===== config.mk =====
export PLATFORM = sky130hd
export DESIGN_NAME = seg7_scan_driver
export DESIGN_NICKNAME = d
export VERILOG_FILES = /design/src/rtl/seg7_pkg.sv /design/src/rtl/hex_to_seg7.sv /design/src/rtl/seg7_scan_driver.sv
export SDC_FILE = /design/constraint.sdc
export NUM_CORES = 1
export LEC_CHECK = 0
export CORE_MARGIN = 8
export CORE_UTILIZATION = 30
export CTS_BUF_LIST = sky130_fd_sc_hd__clkbuf_4 sky130_fd_sc_hd__clkbuf_8
export CTS_CLUSTER_DIAMETER = 80
export DETAILED_ROUTE_END_ITERATION = 8
export RECOVER_POWER = 25
export SETUP_SLACK_MARGIN = 0.05
export SLEW_MARGIN = 15
export SYNTH_ARGS = -nofsm -noshare
export SYNTH_HDL_FRONTEND = slang
export SYNTH_SLANG_ARGS = --single-unit
export TNS_END_PERCENT = 5

===== constraint.sdc =====
create_clock -name clk -period 2.9 [get_ports clk]
set_clock_uncertainty 0.15 [all_clocks]
set_input_delay 0.29 -clock clk [delete_from_list [all_inputs] [get_ports clk]]
set_output_delay 0.29 -clock clk [all_outputs]
set_load 0.005 [all_outputs]

===== src/rtl/seg7_pkg.sv =====
// rtl/seg7_pkg.sv - shared seven-segment types and decode table
//   seg_t     : segment vector {g,f,e,d,c,b,a}, active-low
//   SEG_BLANK : all segments off
//   SEG_HEX   : active-low patterns for hex digits 0..F
package seg7_pkg;

  typedef logic [6:0] seg_t;

  localparam seg_t SEG_BLANK = 7'h7F;

  localparam seg_t SEG_HEX [16] = '{
    7'h40, 7'h79, 7'h24, 7'h30,
    7'h19, 7'h12, 7'h02, 7'h78,
    7'h00, 7'h10, 7'h08, 7'h03,
    7'h46, 7'h21, 7'h06, 7'h0E
  };

endpackage


===== src/rtl/hex_to_seg7.sv =====
// rtl/hex_to_seg7.sv - combinational hex nibble to active-low segment decoder
//   nibble : 4-bit hex value
//   seg    : {g,f,e,d,c,b,a}, active-low
module hex_to_seg7
  import seg7_pkg::*;
(
  input  logic [3:0] nibble,
  output seg_t       seg
);

  assign seg = SEG_HEX[nibble];

endmodule


===== src/rtl/seg7_scan_driver.sv =====
// rtl/seg7_scan_driver.sv - multiplexed seven-segment scan driver with frame-aligned commit
//   clk      : system clock, rising edge
//   rst      : synchronous active-high reset
//   load     : one-cycle strobe capturing value into the shadow register
//   value    : packed hex nibbles, nibble 0 = least significant digit
//   blank_lz : blank leading-zero digits (digit 0 always shown)
//   pending  : shadow holds data not yet committed to the display
//   anode_n  : one-hot-low digit enable, registered
//   seg_n    : {g,f,e,d,c,b,a}, active-low, registered
module seg7_scan_driver
  import seg7_pkg::*;
#(
  parameter int DIGITS = 4,
  parameter int DIV    = 50000
) (
  input  logic                  clk,
  input  logic                  rst,
  input  logic                  load,
  input  logic [4*DIGITS-1:0]   value,
  input  logic                  blank_lz,
  output logic                  pending,
  output logic [DIGITS-1:0]     anode_n,
  output seg_t                  seg_n
);

  localparam int DW = $clog2(DIV);
  localparam int IW = $clog2(DIGITS);

  localparam logic [DW-1:0] DIV_LAST = DW'(DIV - 1);
  localparam logic [IW-1:0] IDX_LAST = IW'(DIGITS - 1);

  logic [DW-1:0]       div;
  logic [IW-1:0]       idx;
  logic [4*DIGITS-1:0] shadow;
  logic [4*DIGITS-1:0] disp;

  logic                tick;
  logic                frame_start;
  logic                commit;

  logic [3:0]          cur_nib;
  seg_t                dec_seg;
  logic [DIGITS-1:0]   lz_vec;
  logic                upper_zero;
  logic [DIGITS-1:0]   digit_onehot;
  logic [DIGITS-1:0]   anode_next;
  seg_t                seg_next;

  assign tick        = (div == DIV_LAST);
  assign frame_start = tick && (idx == IDX_LAST);
  assign commit      = frame_start && pending;

  // Slot timing: each digit owns the bus for exactly DIV cycles.
  always_ff @(posedge clk) begin
    if (rst) begin
      div <= '0;
      idx <= '0;
    end else begin
      if (tick) begin
        div <= '0;
        idx <= (idx == IDX_LAST) ? '0 : idx + 1'b1;
      end else begin
        div <= div + 1'b1;
      end
    end
  end

  // Double buffer. The commit reads the pre-edge shadow, so a load landing on
  // the commit edge is kept for the following frame and pending stays set.
  always_ff @(posedge clk) begin
    if (rst) begin
      shadow  <= '0;
      disp    <= '0;
      pending <= 1'b0;
    end else begin
      if (load) begin
        shadow <= value;
      end
      if (commit) begin
        disp <= shadow;
      end
      if (load) begin
        pending <= 1'b1;
      end else if (commit) begin
        pending <= 1'b0;
      end
    end
  end

  // Digit i (i > 0) is a leading zero when it and every digit above it are 0.
  always_comb begin
    upper_zero = 1'b1;
    lz_vec     = '0;
    for (int i = DIGITS - 1; i >= 1; i--) begin
      upper_zero = upper_zero & (disp[4*i +: 4] == 4'h0);
      lz_vec[i]  = upper_zero;
    end
  end

  assign cur_nib = disp[{idx, 2'b00} +: 4];

  hex_to_seg7 u_dec (
    .nibble (cur_nib),
    .seg    (dec_seg)
  );

  always_comb begin
    digit_onehot      = '0;
    digit_onehot[idx] = 1'b1;
    anode_next        = ~digit_onehot;
    seg_next          = (blank_lz && lz_vec[idx]) ? SEG_BLANK : dec_seg;
  end

  // Output register: the bus shows the digit selected during the previous cycle.
  always_ff @(posedge clk) begin
    if (rst) begin
      anode_n <= '1;
      seg_n   <= SEG_BLANK;
    end else begin
      anode_n <= anode_next;
      seg_n   <= seg_next;
    end
  end

endmodule


* Yosys cells after proc, flatten, opt, wreduce, memory -nomap -nowiden
Memories as Yosys holds them, arrays and structs flattened. A register that Yosys moved wholly into a read port is not among the register bits. Index checks and enable logic that the tools add are counted.
Word-level totals: bits in registers 55, ROM bits 112, input port bits 20, output and inout port bits 12, logic and storage cells 35, memories 1
Memory list:
- (name not given) | words 16, bits a word 7, rd ports 1, clocked after memory_dff 1, wr ports 0, line hex_to_seg7.sv:11 | assign seg = SEG_HEX[nibble];
Operators by class: add/subtract/negate cells 2, magnitude comparators 2, equal/unequal tests 2, shift-type cells 1, mux-type cells 7, bitwise gates (word level) 4, reduce and logical (&&, ||, !) cells 10
Operators by type and width (number):
- $add 16x1->16 const B | 1
- $eq 16x16->1 const B | 1
- $shiftx 16x5->4 | 1
- $logic_not 4->1 | 3
- $not 4->5 | 1
- $logic_and 1x1->1 | 4
- $mux 1 | 4
- $not 4->4 | 1
- $reduce_or 2->1 | 2
- $lt 2x3->1 const B | 1
- $add 2x1->2 const B | 1
- $and 1x1->1 | 2
- $bmux 1 s2 | 1
- $demux 1 s2 | 1
- $eq 2x2->1 const B | 1
- $ge 2x1->1 const B | 1
- $mux 2 | 1
- $reduce_bool 2->1 | 1

* Logic depth before layout (Yosys ltp)
depth in word-level cells 7, depth in mapped cells 9, mapped depth without buffers 7

* By module
Synthesis repeated with hierarchy kept, for this count alone.
Second synthesis, totals: cells, all modules 294, area total of the unflattened synthesis 2879.0 µm²
By module, submodules not included:
- seg7_scan_driver | times used 1, cells each 263, area each 2616.3 µm²
- hex_to_seg7 | times used 1, cells each 31, area each 262.8 µm²

* Worst setup path after synthesis
OpenSTA, ideal clock, no wires.
path kind register -> register, start reg idx[0], end reg seg_n[0], library setup time 0.074 ns, arrival time 1.980 ns, path slack 0.696 ns, cell stages (with the launch flop) 10, path buffers 2, cell sequence dfxtp_1 buf_2 buf_2 mux4_2 inv_1 ha_1 mux2i_1 nand2_1 o221ai_1 o21ai_0
On the way: word-level cells in the longest chain between the ends 4
Ends and longest elaborated chain:
- start: declaration | line seg7_scan_driver.sv:33 | logic [IW-1:0] idx;
- start signal: assignment | line seg7_scan_driver.sv:61 | idx <= (idx == IDX_LAST) ? '0 : idx + 1'b1;
- branches (longest 4 deep; another with $shiftx 16x5->4)
- end: declaration | line seg7_scan_driver.sv:23 | output seg_t seg_n
Several ways; the timed one is not identified. The select of a mux whose other input is x is not followed. A chain may end at the register's enable or synchronous reset.

* Worst setup path in the final report
start in rst, end reg disp[3]
RTL lines:
- start: declaration | line seg7_scan_driver.sv:17 | input logic rst,
- end signal: assignment | line seg7_scan_driver.sv:80 | disp <= shadow;
- end: declaration | line seg7_scan_driver.sv:35 | logic [4*DIGITS-1:0] disp;
No word-level cell between the ends.

==> flow_summary.ini <==
[floorplan]
die_width_um = 112
floorplan.rows = 35
core-area_um2 = 9110
die_height_um = 112
start_util = 0.304
io_pins = 32
die-area_um2 = 12500

[power]
share_clk_of_total_power = 0.430
power.leakage_nw = 1.32
p_seq_frac = 0.516
power.switching_fraction = 0.214
p_int_mw = 1.35
vdd.ir_drop.worst_mv = 0.189
powerDensity_nw_per_um2 = 513
fin_total_pwr_mw = 1.72
net_switching_power_figure_uw = 368
comb_power_share = 0.053

[clock_tree]
post_cts_resize_count = 0
tritoncts.num_buffers = 9
cts_root_buf = sky130_fd_sc_hd__clkbuf_8
max-clock-path-buffers = 2
cts_hold_repair.buffers = 0
cts.sinks = 62
cts_post_setup_buffers_inserted = 0
cts-htree-levels = 3
clk_transition_reported_paths_ps = 60
clk-insertion-delay-late_ps = 340
cts_tree = yes

[timing]
portion_of_the_clock_cycle_consumed_by_the_worst_path_in_the_final_layout = 0.751
final-setup-viol-count = 0
finalHoldViolations = 0
setup_repair_after_global_routing_missed_its_margin = no
slew_headroom = -0.0475
max_freq_mhz = 459
fin_ws_ps = 721
timing.final.max_slew_violations = 40
worstMarginPinSlew_ps = 1570
setup_total_negative_slack_ps = 0
final_period_minus_worst_setup_slack_ps = 2180

[synthesis]
synth.cell_area_um2 = 2770
synth.cells.most_frequent = sky130_fd_sc_hd__dfxtp_1, sky130_fd_sc_hd__nor2_1, sky130_fd_sc_hd__mux2i_1
postSynth.asyncResetShare = 0
synth-seq-cells = 62
synth.yosys.seq_area_share = 0.449
avgSynthCellArea_um2 = 9.92
edff_count_synth = 0
synth_top_cell_area_share = 0.449
synth.largest_area_cell = sky130_fd_sc_hd__dfxtp_1
postSynth.topFlopCell = sky130_fd_sc_hd__dfxtp_1
synthMostInstantiatedCell = sky130_fd_sc_hd__dfxtp_1
synth.distinct_cells = 37
syn-instance-count = 279
ys_top_cells_by_area = sky130_fd_sc_hd__dfxtp_1, sky130_fd_sc_hd__mux2i_1, sky130_fd_sc_hd__nor2_1, sky130_fd_sc_hd__ha_1, sky130_fd_sc_hd__xnor2_1
ys_warn_count = 0
syn-num-nets = 310

[detailed_routing]
detail-route-antenna-nets = 0
totalWireLength_um = 5560
drt-vias-per-instance = 4.58
route.vias.total = 1957
post-route-drc-count = 0
wire_per_inst_um = 13.0
detail_route.iter0.violations = 61
dr.pass1.iters = 4

[finish]
post_route_cells_drive_above_1_share = 0.101
fin_cells = 427
area_growth_synth_to_finish_pct = 21.1
final_net_count = 342
multi_input_gate_area_in_the_final_layout_um2 = 1400
num_antenna_cells = 0
seq_area_um2 = 1240
filler_cell_count = 908

[placement]
placed_cells = 411
port_buffers = 31
routabilityCongestion = 0.780
place_ws_ps = 796
dp_hpwl_um = 3970

[worst_setup_path]
criticalPathCategory = input pin to flop
rrSetupSlack_ps = 740
cp-start-kind = input pin
crit_required_ps = 2910
critPathArrivalTime_ps = 2190
worstSetupEndpointType = flop
path_max_fanout = 39

[global_routing]
grt_antenna_before_repair = 0
grt_first_pass_wirelength_um = 9780
grt_pass1_vias = 1957
grt-ovfl-total = 0
grt_start_max_net_pins = 40
gr-usage-all-layers = 0.0964

[status]
run_status = finished, violations left
violations_in_the_final_reports = capacitance limit, slew limit

[worst_hold_path]
worstHoldPathType = flop to flop

[flow_run]
number_of_violations_of_the_max_capacitance_limit = 1
==> flip-flops by register name, summed over array words and instances, names as in the netlist <==
register,cells
anode_n,4
disp,16
div,16
idx,2
pending,1
seg_n,7
shadow,16
==> final cells by class <==
class	instances	area share
clock buffer	12	0.0437
clock inverter	4	0.0142
inverter	12	0.0134
multi-input combinational	191	0.417
sequential	62	0.370
tap	111	0.0414
timing repair buffer	35	0.0993
==> power groups by stage <==
stage,clock network (mW),registers [mW],logic [mW]
global placement,0,0.906,0.0927
global route,0.812,0.891,0.102
finish,0.740,0.887,0.0917
CTS,0.767,0.888,0.0945
floorplan,0,0.904,0.0451
detailed placement,0,0.907,0.0943
==> metal layers <==
layer	vias to the layer above	GRT usage	routed length (um)
li1	1011	-	-
met2	42	0.138	2320
met1	896	0.123	2860
met4	0	0.0540	107
met5	-	0	0
met3	8	0.0333	262
==> path summary, 6_finish.rpt <==
path / start / endpoint / depth (start not counted)
min reg2reg: div[0] / div[0] / 1
max reg2reg: idx[1] / seg_n[0] / 7
max: rst / disp[3] / 3
min: div[0] / div[0] / 1
==> cells in the final DEF (no fill, tap or decap), types with 4 or more instances in the layout <==
master and count:
sky130_fd_sc_hd__clkbuf_8 9, sky130_fd_sc_hd__clkdlybuf4s50_1 29, sky130_fd_sc_hd__dfxtp_1 62, sky130_fd_sc_hd__ha_1 11
sky130_fd_sc_hd__inv_1 11, sky130_fd_sc_hd__mux2i_1 38, sky130_fd_sc_hd__nand2_1 15, sky130_fd_sc_hd__nand2b_1 5
sky130_fd_sc_hd__nand3_1 8, sky130_fd_sc_hd__nor2_1 54, sky130_fd_sc_hd__nor4_1 4, sky130_fd_sc_hd__o21ai_0 4
sky130_fd_sc_hd__xnor2_1 8, sky130_fd_sc_hd__xor2_1 8
==> through the flow <==
| step | instance area, um2 | utilization | hold slack, ps |
|---|---|---|---|
| 3_3_place_gp | 3160 | 0.347 | 293 |
| 2_1_floorplan | 2770 | - | 280 |
| 3_5_place_dp | 3160 | 0.347 | 301 |
| 5_1_grt | 3350 | 0.368 | 368 |
| 4_1_cts | 3360 | 0.369 | 314 |
| 6_report | 3350 | 0.368 | 309 |
==> cells by family (layout without fill, tap and decap cells) <==
logic type      Yosys count  count (layout)  synth area share
compound gates           18              18            0.0425
xor+xnor                 16              16            0.0507
fa+ha+maj                11              11            0.0498
buf+inv                  26              63            0.0457
flops                    62              62             0.449
mux                      44              44             0.174
simple gates            102             102             0.189
==> critical path, stage by stage <==
cell                            delay, ps
sky130_fd_sc_hd__dlygate4sd3_1        600
sky130_fd_sc_hd__clkbuf_1            1160
sky130_fd_sc_hd__nor2_1               120
Note: power is estimated with default switching activity, not from simulation.
